[src/rtl/id_ex_operand_stage.sv]
// ID/EX operand stage: forwards EX/MEM/WB results onto the decode operands,
// inserts a one-cycle bubble on load-use hazards and counts stall cycles.
module id_ex_operand_stage #(
  parameter int n     = 32,
  parameter int CNT_W = 16
) (
  input  logic             clk,
  input  logic             rst,
  input  logic             id_valid,
  input  logic [4:0]       id_rs1,
  input  logic [4:0]       id_rs2,
  input  logic [4:0]       id_rd,
  input  logic             id_uses_rs1,
  input  logic             id_uses_rs2,
  input  logic             id_reg_write,
  input  logic             id_mem_read,
  input  logic [n-1:0]     id_imm,
  input  logic [n-1:0]     id_pc,
  input  logic [n-1:0]     rf_read_data1,
  input  logic [n-1:0]     rf_read_data2,
  input  logic [n-1:0]     ex_alu_result,
  input  logic [4:0]       mem_rd,
  input  logic             mem_reg_write,
  input  logic [n-1:0]     mem_result,
  input  logic [4:0]       wb_rd,
  input  logic             wb_reg_write,
  input  logic [n-1:0]     wb_result,
  input  logic             flush,
  output logic             stall,
  output logic             ex_valid,
  output logic [n-1:0]     ex_rs1_data,
  output logic [n-1:0]     ex_rs2_data,
  output logic [4:0]       ex_rd,
  output logic             ex_reg_write,
  output logic             ex_mem_read,
  output logic [n-1:0]     ex_imm,
  output logic [n-1:0]     ex_pc,
  output logic [CNT_W-1:0] stall_cycles
);

  logic             r_ex_valid;
  logic [n-1:0]     r_ex_rs1_data;
  logic [n-1:0]     r_ex_rs2_data;
  logic [4:0]       r_ex_rd;
  logic             r_ex_reg_write;
  logic             r_ex_mem_read;
  logic [n-1:0]     r_ex_imm;
  logic [n-1:0]     r_ex_pc;
  logic [CNT_W-1:0] r_stall_cycles;

  logic             w_ex_fwd_ok;
  logic             w_ex_hit1, w_mem_hit1, w_wb_hit1;
  logic             w_ex_hit2, w_mem_hit2, w_wb_hit2;
  logic [n-1:0]     w_fwd1, w_fwd2;
  logic             w_hz;
  logic             w_kill;

  // A load in EX has no value yet, so it never forwards from EX.
  assign w_ex_fwd_ok = r_ex_valid & r_ex_reg_write & ~r_ex_mem_read;

  assign w_ex_hit1  = w_ex_fwd_ok   & (r_ex_rd == id_rs1) & (id_rs1 != 5'd0);
  assign w_mem_hit1 = mem_reg_write & (mem_rd  == id_rs1) & (id_rs1 != 5'd0);
  assign w_wb_hit1  = wb_reg_write  & (wb_rd   == id_rs1) & (id_rs1 != 5'd0);
  assign w_ex_hit2  = w_ex_fwd_ok   & (r_ex_rd == id_rs2) & (id_rs2 != 5'd0);
  assign w_mem_hit2 = mem_reg_write & (mem_rd  == id_rs2) & (id_rs2 != 5'd0);
  assign w_wb_hit2  = wb_reg_write  & (wb_rd   == id_rs2) & (id_rs2 != 5'd0);

  assign w_fwd1 = (id_rs1 == 5'd0) ? '0            :
                  w_ex_hit1        ? ex_alu_result :
                  w_mem_hit1       ? mem_result    :
                  w_wb_hit1        ? wb_result     : rf_read_data1;

  assign w_fwd2 = (id_rs2 == 5'd0) ? '0            :
                  w_ex_hit2        ? ex_alu_result :
                  w_mem_hit2       ? mem_result    :
                  w_wb_hit2        ? wb_result     : rf_read_data2;

  assign w_hz = id_valid & r_ex_valid & r_ex_mem_read & (r_ex_rd != 5'd0) &
                ((id_uses_rs1 & (id_rs1 == r_ex_rd)) |
                 (id_uses_rs2 & (id_rs2 == r_ex_rd)));

  assign stall  = w_hz & ~flush;
  assign w_kill = flush | w_hz;

  always_ff @(posedge clk or negedge rst) begin
    if (!rst) begin
      r_ex_valid     <= 1'b0;
      r_ex_rs1_data  <= '0;
      r_ex_rs2_data  <= '0;
      r_ex_rd        <= 5'd0;
      r_ex_reg_write <= 1'b0;
      r_ex_mem_read  <= 1'b0;
      r_ex_imm       <= '0;
      r_ex_pc        <= '0;
      r_stall_cycles <= '0;
    end else begin
      // Data fields load unconditionally; only the control bits are squashed.
      r_ex_rs1_data <= w_fwd1;
      r_ex_rs2_data <= w_fwd2;
      r_ex_rd       <= id_rd;
      r_ex_imm      <= id_imm;
      r_ex_pc       <= id_pc;
      if (w_kill) begin
        r_ex_valid     <= 1'b0;
        r_ex_reg_write <= 1'b0;
        r_ex_mem_read  <= 1'b0;
      end else begin
        r_ex_valid     <= id_valid;
        r_ex_reg_write <= id_valid & id_reg_write;
        r_ex_mem_read  <= id_valid & id_mem_read;
      end
      if (stall && (r_stall_cycles != '1))
        r_stall_cycles <= r_stall_cycles + CNT_W'(1);
    end
  end

  assign ex_valid     = r_ex_valid;
  assign ex_rs1_data  = r_ex_rs1_data;
  assign ex_rs2_data  = r_ex_rs2_data;
  assign ex_rd        = r_ex_rd;
  assign ex_reg_write = r_ex_reg_write;
  assign ex_mem_read  = r_ex_mem_read;
  assign ex_imm       = r_ex_imm;
  assign ex_pc        = r_ex_pc;
  assign stall_cycles = r_stall_cycles;

endmodule
[config.mk]
export PLATFORM = sky130hd
export DESIGN_NAME = id_ex_operand_stage
export DESIGN_NICKNAME = d
export VERILOG_FILES = /design/src/rtl/id_ex_operand_stage.sv
export SDC_FILE = /design/constraint.sdc
export NUM_CORES = 1
export LEC_CHECK = 0
export BUFFER_PORTS_ARGS = -buffer_cell sky130_fd_sc_hd__buf_2
export CAP_MARGIN = 20
export CORE_AREA = 4 4 160 162
export CTS_CLUSTER_SIZE = 40
export DETAILED_ROUTE_END_ITERATION = 8
export DIE_AREA = 0 0 164 166
export PLACE_DENSITY = 0.64
export SYNTH_ARGS = -nofsm -noshare
export SYNTH_HDL_FRONTEND = slang
export SYNTH_SLANG_ARGS = --single-unit
export TNS_END_PERCENT = 5
[constraint.sdc]
create_clock -name clk -period 1.8 [get_ports clk]
set_input_delay 0.36 -clock clk [delete_from_list [all_inputs] [get_ports clk]]
set_output_delay 0.36 -clock clk [all_outputs]
set_load 0.005 [all_outputs]
==> flow_summary.yaml, run 1 <==
global_route:
  grt_max_degree: 50
  antenna_found_initial: 4
  grt_overflow_total: 0
  grt_pass1_wl_microns: 45710
  grt_pass1_vias: 7758
  track_usage_pct: 21.85
place:
  place_ws_ns: -0.5379
  placed_area_sq_mm: 0.01025
  place_hpwl_microns: 23290
  gp_congestion: 0.8562
  port_buffers: 411
setup_path:
  crit_type: "reg -> out"
  cp.arrival_ns: 1.83
  critPathRequiredTime_ns: 1.44
  timing.rr.start: "ex_rd[4]$_DFF_PN0_"
  crit_slowest_cell: "or4_4"
  slowest_delay_ns: 0.55
  cp_cell_sequence: "or4_4, o21ai_2, buf_6, nor2_1, buf_2"
  r2r_cells: 7
  cp-start-kind: "register"
  cp_max_fo: 4
  crit_buf_inv: 2
  crit_family: "simple AND/OR/NAND/NOR gates"
  r2r-end: "stall_cycles[12]$_DFFE_PN0P_"
  end_kind: "primary output"
  rrSetupSlack_ns: -0.21
cells_and_area:
  nFillCells: 2302
  area_delta_synth_final_pct: 56.00
  final_nets: 1321
  drive_gt1_share_pct: 59.98
  fin_area_sq_mm: 0.01110
drt:
  wirelength_microns: 30760
  route.detailed.drc: 0
  via_per_inst: 5.064
  postRouteAntennaNets: 0
  routedWlPerCell_microns: 22.00
  first_iter_violations: 440
  num_vias: 7080
  firstDrtPassIters: 5
power:
  vdd_drop_max_mv: 0.5526
  powerDensity_mw_per_mm2: 770.1
  leakage_nw: 5.153
timing:
  grt_setup_unrepaired: "yes"
  min_period_ns: 2.186
  min_period_over_period_pct: 121.5
  hold_viol_final: 0
  finalSetupViolations: 27
  holdWs_ns: 0.04226
  worstMarginPinSlew_ns: 0.4233
  drv_slew: 0
  fin_ws_ns: -0.3862
  slew_headroom_pct: 71.78
  timing.fmax_ghz: 0.4574
  finalSetupTns_ns: -2.572
  clock_skew_ns: 0.01412
floorplan:
  fp.coreArea_sq_mm: 0.02411
  core.rowCount: 57
  io_pins: 412
  die_x_microns: 164
  initial_core_util_pct: 29.53
  die_area_sq_mm: 0.02722
  die_y_microns: 166
yosys:
  synth.area.top_cells: "dfrtp_1, a221oi_2, o32ai_1"
  ys_seq_elements: 152
  synth.distinct_cells: 41
  synth.avg_cell_area_sq_um: 12.09
  synthesis.area_sq_mm: 0.007118
  synth-seq-area-share_pct: 53.44
  ys_warn_count: 0
  netlist.area_leader.share_pct: 53.44
  synth_top_area_cell: "dfrtp_1"
  syn_nets: 849
  synthCells: 589
cts:
  cts_made_buffers: 17
  numClockSinks: 152
  clkTransAtPathRegs_ns: 0.07
  clkLatencyLatePin_ns: 0.41
  htreeDepth: 4
  cts_tree: "built"
  cts_root_buf: "clkbuf_16"
  cts.path.max_buffers: 2
hold_path:
  holdPathStages: 1
  holdPathEnd: "ex_pc[27]$_DFF_PN0_"
  hold_path_class: "in -> reg"
  hold_start: "id_pc[27]"
flow_run:
  maxCapViolations: 0
run_status:
  status: "finished with violations"
  failed_checks: "negative setup slack"
## registers in the layout (all words and copies together), names as in the netlist
| register | flops |
|---|---|
| ex_rs2_data | 32 |
| ex_valid | 1 |
| ex_mem_read | 1 |
| ex_pc | 32 |
| ex_reg_write | 1 |
| ex_rd | 5 |
| ex_rs1_data | 32 |
| ex_imm | 32 |
| stall_cycles | 16 |
## cell usage in the layout, fill, tap and decap left out, types with 4 or more instances in the layout
master        n
buf_2       410
dfrtp_1     147
nor2_1       68
buf_4        65
o32ai_1      58
a221oi_2     58
nand2_1      40
and2_1       33
buf_12       21
xor2_1       20
xnor2_1      19
clkbuf_16    17
nand3_1      11
buf_6         7
xnor2_2       6
o32ai_2       6
nor4_1        5
dfrtp_2       5
or4_4         4
nand4_1       4
a221oi_1      4
nor3_1        4
and4_1        4
clkinvlp_4    4
## cell type report
class / count / area [sq um] / share of cell area, %
Clock inverter: 12 / 116.4 / 1.048
Multi-Input combinational cell: 383 / 3268 / 29.43
Timing Repair Buffer: 504 / 3049 / 27.46
Inverter: 3 / 11.26 / 0.1014
Tap cell: 324 / 405.4 / 3.651
Antenna cell: 2 / 5.005 / 0.04507
Sequential cell: 152 / 3810 / 34.31
Clock buffer: 18 / 439.2 / 3.955
## cell usage after synthesis
cell,n
xnor2_1,25
dfrtp_1,152
o21ai_1,2
and3_1,1
inv_1,3
clkbuf_1,22
buf_4,4
a221oi_2,60
or3_1,1
o31ai_1,1
o32ai_2,3
o211ai_2,2
or4_4,2
or2_2,2
nor3b_1,1
ha_1,1
and2_1,36
xor2_1,20
nor2_1,72
and4_1,4
buf_8,3
buf_6,6
nand2_1,41
mux2_2,1
nor4_1,10
nand3b_1,1
and4b_1,1
o22a_1,1
o311a_1,1
o211a_1,2
a221oi_1,4
nand2b_1,2
o32ai_1,61
buf_2,16
nand3_1,11
nor3_1,5
or4_1,2
nand4_1,4
o2bb2ai_1,1
nand3_2,1
nor4b_1,1
## report_power, final
part	internal (mW)	leakage, nW	switching, mW
combinational	0.721	3.08	0.658
sequential	3.61	1.81	0.0769
clock	1.95	0.263	1.54
total	6.28	5.15	2.27
## stage by stage
stage | util (%) | total power [mW] | std cells
after CTS | 45.30 | 8.614 | 1393
after global routing | 46.07 | 8.920 | 1398
after floorplan | - | 4.220 | 589
after global placement | 42.54 | 5.070 | 1359
after detailed placement | 42.54 | 5.089 | 1359
final | 46.07 | 8.552 | 1398
## routing by layer
layer | wire length (microns) | up-vias | track usage (%)
met1 | 11780 | 3458 | 26.29
met3 | 2470 | 56 | 5.187
met5 | 21 | - | 0
met2 | 15670 | 385 | 37.71
met4 | 821 | 4 | 8.242
li1 | - | 3177 | -
## worst max-delay path by stage
stage,cells after the start,start,end
after floorplan,7,id_rs1[1],ex_rs1_data[0]$_DFF_PN0_
after global placement,7,id_rs2[1],ex_rs2_data[5]$_DFF_PN0_
after detailed placement,7,id_rs2[1],ex_rs2_data[1]$_DFF_PN0_
after CTS,5,ex_rd[3]$_DFF_PN0_,stall
after global routing,5,ex_rd[3]$_DFF_PN0_,stall
final,5,ex_rd[3]$_DFF_PN0_,stall
## cell families (layout without fill, tap and decap cells)
logic type,after synthesis,count (layout),synth area share [%]
xor+xnor,45,45,5.537
other cells,0,2,0
compound gates,138,138,22.60
mux,1,1,0.1582
flops,152,152,53.44
buf+inv,54,537,4.447
simple gates,198,198,13.64
fa+ha+maj,1,1,0.1757
## worst reg2reg max path, delay by kind of cell (launching register included)
| kind | cells | cell delay [ns] |
|---|---|---|
| flip-flops | 1 | 0.44 |
| AO/OA/AOI/OAI | 1 | 0.26 |
| XOR/XNOR | 2 | 0.33 |
| AND/OR/NAND/NOR | 2 | 0.62 |
| buffers and inverters | 2 | 0.25 |
## what timing repair did
item / in CTS / in global routing
hold endpoints to repair: 36 / 0
setup buffers: 3 / 3
hold buffers: 1 / 0
pin swaps: 6 / 8
resized for setup: 14 / 29
setup endpoints to repair: 48 / 84
Note: power is estimated with default switching activity, not from simulation.
==> inputs of run 2 (changes only) <==
Settings changed: ABC_AREA set to 1, CORE_AREA 4 4 160 162 to 4 4 158 160, DIE_AREA 0 0 164 166 to 0 0 162 164, PLACE_DENSITY 0.64 to 0.7.
==> flow_summary.yaml, run 2 <==
floorplan:
  die_y_microns: 164
  initial_core_util_pct: 34.77
  die_x_microns: 162
  die_area_sq_mm: 0.02657
  fp.coreArea_sq_mm: 0.02340
  io_pins: 412
  core.rowCount: 56
setup_path:
  cp.arrival_ns: 1.64
  crit_cells: 8
  cp-start-kind: "register"
  slowest_delay_ns: 0.46
  crit_family: "simple AND/OR/NAND/NOR gates"
  critPathRequiredTime_ns: 1.44
  cp_max_fo: 5
  end_kind: "primary output"
  crit_slowest_cell: "dfrtp_2"
  cp_cell_sequence: "nand2_1, nand2_2, nor2_2, nand4_1, nand2_2, nand3_4, inv_2, buf_6"
  crit_path_frequent_cell: "nand2_2"
  crit_buf_inv: 2
  crit_type: "reg -> out"
  r2r_cells: 12
global_route:
  antenna_found_initial: 6
  grt_overflow_total: 0
  track_usage_pct: 23.61
  grt_pass1_wl_microns: 48920
  grt_max_degree: 47
  grt_pass1_vias: 8906
yosys:
  ys_seq_elements: 152
  synthTopCellsByCount: "nand2_1, nand3_1, inv_1, dfrtp_1, o21ai_0"
  synth_edf_count: 0
  synth.area.top_cells: "dfrtp_1, nand2_1, nand3_1"
  synthCells: 1102
  yosys_most_used_dff: "dfrtp_1"
  syn_nets: 1362
  synthesis.area_sq_mm: 0.008138
  synth.avg_cell_area_sq_um: 7.385
  ys_warn_count: 0
  synth-seq-area-share_pct: 46.74
  synth.distinct_cells: 32
  netlist.area_leader.share_pct: 46.74
  yosysMostFrequentCell: "nand2_1"
  synthArstFlopShare_pct: 100.0
  synth_top_area_cell: "dfrtp_1"
cells_and_area:
  seqCellArea_sq_mm: 0.003806
  final_nets: 1785
  area_delta_synth_final_pct: 42.16
  drive_gt1_share_pct: 37.19
  multi_input_area_sq_mm: 0.003237
  nFillCells: 2351
  layout_common_cells: "buf_2, nand2_1, nand3_1"
  fin_area_sq_mm: 0.01157
  final_common_cell: "buf_2"
cts:
  htreeDepth: 4
  clkTransAtPathRegs_ns: 0.08
  cts_made_buffers: 17
  cts_tree: "built"
  cts_root_buf: "clkbuf_16"
  numClockSinks: 152
  clkLatencyLatePin_ns: 0.42
  cts.path.max_buffers: 2
flow_run:
  maxCapViolations: 0
power:
  finalPower_mw: 8.693
  vdd_drop_max_mv: 0.4872
  leakage_nw: 6.637
  powerDensity_mw_per_mm2: 751.4
timing:
  fin_ws_ns: -0.2032
  slew_headroom_pct: 72.26
  worstMarginPinSlew_ns: 0.4162
  timing.fmax_ghz: 0.4992
  finalSetupViolations: 1
  drv_slew: 0
  clock_skew_ns: 0.01159
  min_period_over_period_pct: 111.3
  min_period_ns: 2.003
  grt_setup_unrepaired: "yes"
  hold_viol_final: 0
drt:
  firstDrtPassIters: 8
  postRouteAntennaNets: 0
  via_per_inst: 4.874
  route.detailed.drc: 0
  first_iter_violations: 642
  wirelength_microns: 32870
  num_vias: 9070
  routedWlPerCell_microns: 17.66
hold_path:
  holdPathStages: 1
  hold_path_class: "in -> reg"
place:
  placed_area_sq_mm: 0.01086
  place_ws_ns: 0.009432
  place_hpwl_microns: 24490
  port_buffers: 411
  gp_congestion: 0.9148
run_status:
  failed_checks: "negative setup slack"
  status: "finished with violations"
[run 2: cell types whose count changed after synthesis, sizes merged, moves of 63 or more]
cell    before  now
o21ai        2   65
nand2       41  282
o32ai       64    0
inv          3  234
nand3       12  206
a221oi      64    0
[run 2: repair_timing]
item | 4_1_cts | 5_1_grt
endpoints found under the setup margin | 1 | 66
pin swaps | 4 | 8
hold buffers | 1 | 0
hold endpoints to repair | 36 | 0
buffers inserted | 2 | 3
resized for setup | 4 | 21
[run 2: cell families (layout without fill, tap and decap cells)]
group	count (synthesis)	count (layout)	share of synthesized area, %
AO/OA/AOI/OAI	102	102	6.488
other	0	4	0
flip-flops	152	152	46.74
XOR/XNOR	21	21	2.260
adder cells (fa/ha/maj)	1	1	0.1537
AND/OR/NAND/NOR	538	538	30.14
buffers and inverters	288	724	14.22
[run 2: area by class of cell]
class                           count  area share (%)
Tap cell                          319           3.450
Sequential cell                   152           32.90
Clock buffer                       17           3.677
Inverter                          234           7.592
Antenna cell                        4         0.08652
Clock inverter                     15           1.482
Timing Repair Buffer              458           22.83
Multi-Input combinational cell    662           27.98
[run 2: metal layers]
layer | GRT usage, % | up-vias | wire (microns)
li1 | - | 4260 | -
met1 | 29.08 | 4228 | 12780
met2 | 40.11 | 480 | 16210
met3 | 5.420 | 96 | 2714
met4 | 9.765 | 6 | 1128
met5 | 0 | - | 41
[run 2: final timing paths]
check                      slack, ns                         from                            to
max                            -0.20           ex_rd[3]$_DFF_PN0_                         stall
max reg2reg                     0.02           ex_rd[3]$_DFF_PN0_   stall_cycles[5]$_DFFE_PN0P_
max in group asynchronous       0.64                          rst            ex_pc[1]$_DFF_PN0_
min reg2reg                     0.54  stall_cycles[7]$_DFFE_PN0P_   stall_cycles[7]$_DFFE_PN0P_
min in group asynchronous       0.47                          rst  stall_cycles[12]$_DFFE_PN0P_
min                             0.03                   id_imm[10]          ex_imm[10]$_DFF_PN0_
[run 2: where the power goes]
| group | internal, mW | total [mW] | switching, mW | leakage (nW) |
|---|---|---|---|---|
| registers | 3.62 | 3.69 | 0.0702 | 1.82 |
| logic | 0.596 | 1.37 | 0.773 | 4.54 |
| clock network | 1.87 | 3.64 | 1.77 | 0.285 |
[run 2: stage by stage]
| stage | cells | TNS [ns] | hold slack (ns) | utilization [%] |
|---|---|---|---|---|
| floorplan | 1102 | 0 | 0.06441 | - |
| global placement | 1819 | 0 | 0.2899 | 46.40 |
| detailed placement | 1819 | 0 | 0.2930 | 46.40 |
| CTS | 1854 | -0.2504 | 0.01330 | 49.13 |
| global route | 1860 | -1.493 | 0.005942 | 49.42 |
| finish | 1861 | -0.2032 | 0.03185 | 49.43 |
==> inputs of run 3 (changes only) <==
Settings changed: CORE_AREA 4 4 158 160 to not set, CORE_MARGIN set to 4, CORE_UTILIZATION set to 30, DIE_AREA 0 0 162 164 to not set, PLACE_DENSITY 0.7 to 0.63, RECOVER_POWER set to 50.
==> flow_summary.yaml, run 3 (synthesis gave the netlist of run 2 again) <==
global_route:
  grt_use_met3_pct: 4.766
  globalRoute.busiestLayer: "met2"
  grt_pass1_wl_microns: 53940
  grt_pass1_vias: 9362
  antenna_found_initial: 5
  grt_max_degree: 72
  grt_overflow_total: 0
  met1_usage_pct: 29.81
  track_usage_pct: 23.09
  grtUsageMet2_pct: 38.88
timing:
  drv_slew: 0
  hold_viol_final: 0
  slew_headroom_pct: 15.27
  worstMarginPinSlew_ns: 1.271
  grt_setup_unrepaired: "yes"
  timing.fmax_ghz: 0.4892
  clock_skew_ns: 0.01195
  min_period_over_period_pct: 113.6
  finalSetupViolations: 19
  min_period_ns: 2.044
  finalSetupTns_ns: -0.5051
  fin_ws_ns: -0.2441
setup_path:
  setup.worst_path.end: "stall"
  cp.arrival_ns: 1.68
  crit_type: "reg -> out"
  critPathRequiredTime_ns: 1.44
  r2r-end: "ex_rs2_data[24]$_DFF_PN0_"
  startpoint: "ex_rd[4]$_DFF_PN0_"
  r2r_cells: 12
  cp_max_fo: 3
  end_kind: "primary output"
  timing.rr.start: "ex_rd[1]$_DFF_PN0_"
  rrSetupSlack_ns: -0.03
  cp-start-kind: "register"
cells_and_area:
  final_common_cell: "buf_2"
  drive_gt1_share_pct: 39.72
  multi_input_area_sq_mm: 0.003412
  layout_common_cells: "buf_2, nand2_1, inv_1"
  nFillCells: 2718
  final_nets: 1808
  area_delta_synth_final_pct: 48.00
  seqCellArea_sq_mm: 0.003806
floorplan:
  fp.coreArea_sq_mm: 0.02680
  io_pins: 412
  die_area_sq_mm: 0.02983
  initial_core_util_pct: 30.36
  die_y_microns: 172.7
  die_x_microns: 172.7
  core.rowCount: 60
drt:
  wirelength_microns: 35650
  route.detailed.drc: 0
  via_per_inst: 4.779
  num_vias: 9113
  first_iter_violations: 669
  postRouteAntennaNets: 0
  firstDrtPassIters: 5
  routedWlPerCell_microns: 18.69
flow_run:
  maxCapViolations: 0
run_status:
  failed_checks: "negative setup slack"
  status: "finished with violations"
place:
  gp_congestion: 0.8841
  place_hpwl_microns: 25830
  port_buffers: 411
cts:
  clkLatencyLatePin_ns: 0.43
  htreeDepth: 4
  cts_root_buf: "clkbuf_16"
  cts.path.max_buffers: 2
  cts_tree: "built"
  numClockSinks: 152
  cts_made_buffers: 17
  clkTransAtPathRegs_ns: 0.07
power:
  switching_share_pct: 29.25
  p_clk_share_pct: 41.4
  powerDensity_mw_per_mm2: 729.7
  finalPower_mw: 8.789
  pwr-share-comb_pct: 16.6
  p_int_mw: 6.218
  leakage_nw: 6.905
  p_switching_mw: 2.571
  vdd_drop_max_mv: 0.5404
  seqPwrFrac_pct: 42.0
hold_path:
  hold_path_class: "in -> reg"
## run 3: cell count changes in the layout (fill, tap and decap cells not counted), moves of 4 or more
cell,previous run,this run
buf_12,17,21
buf_2,409,405
buf_4,28,40
clkbuf_1,0,5
inv_6,2,6
nand3_1,203,178
nand3_2,2,26
## run 3: cell type report
cell class	instances	area share, %
Tap cell	341	3.542
Sequential cell	152	31.60
Timing Repair Buffer	481	24.27
Clock buffer	17	3.532
Clock inverter	15	1.288
Inverter	234	7.334
Multi-Input combinational cell	662	28.33
Antenna cell	5	0.1039
## run 3: timing repair
item                                    CTS  global route
resized for setup                        12            56
endpoints found under the setup margin    1            72
buffers inserted                          6             2
hold endpoints to repair                 16             0
cloned                                    0             3
pin swaps                                 8            12
hold buffers                              1             0
## run 3: worst max-delay path, stage by stage, from the launching register on
cell     delay [ns]
dfrtp_1        0.40
buf_4          0.17
nor3_4         0.19
nand3_2        0.10
nand4_1        0.10
inv_2          0.07
nand3_4        0.08
inv_2          0.04
buf_6          0.10
## run 3: stage by stage
step | cell area, sq um | instances | hold WS, ns | setup slack [ns] | utilization, %
2_1_floorplan | 8138 | 1102 | 0.06441 | 0.2131 | -
3_3_place_gp | 11070 | 1861 | 0.2198 | -0.1127 | 41.32
3_5_place_dp | 11070 | 1861 | 0.2200 | -0.09573 | 41.32
4_1_cts | 11760 | 1900 | 0.01600 | -0.2729 | 43.86
5_1_grt | 12040 | 1907 | 0.0005760 | -0.3619 | 44.94
6_report | 12040 | 1907 | 0.03266 | -0.2441 | 44.94
## run 3: power by group through the flow
stage	clock (mW)	combinational, mW	sequential, mW
CTS	3.72	1.44	3.69
detailed placement	0	1.41	3.75
floorplan	0	0.480	3.77
global placement	0	1.40	3.75
global route	3.90	1.62	3.71
finish	3.64	1.46	3.69
## run 3: worst min-delay path by stage
| stage | cells after the start | start | endpoint | slack [ns] |
|---|---|---|---|---|
| finish | 1 | id_pc[0] | ex_pc[0]$_DFF_PN0_ | 0.03 |
| global route | 1 | id_imm[2] | ex_imm[2]$_DFF_PN0_ | 0.0006 |
| CTS | 1 | id_imm[27] | ex_imm[27]$_DFF_PN0_ | 0.02 |
| detailed placement | 1 | rst | ex_pc[20]$_DFF_PN0_ | 0.22 |
| global placement | 1 | rst | ex_imm[28]$_DFF_PN0_ | 0.22 |
| floorplan | 0 | rst | ex_imm[0]$_DFF_PN0_ | 0.06 |
## run 3: layer usage
| layer | vias to the layer above | wire length [microns] | share of wire, % |
|---|---|---|---|
| li1 | 4291 | - | - |
| met1 | 4286 | 14760 | 41 |
| met2 | 464 | 17380 | 49 |
| met3 | 72 | 2552 | 7.2 |
| met4 | 0 | 963 | 2.7 |
| met5 | - | 0 | 0 |
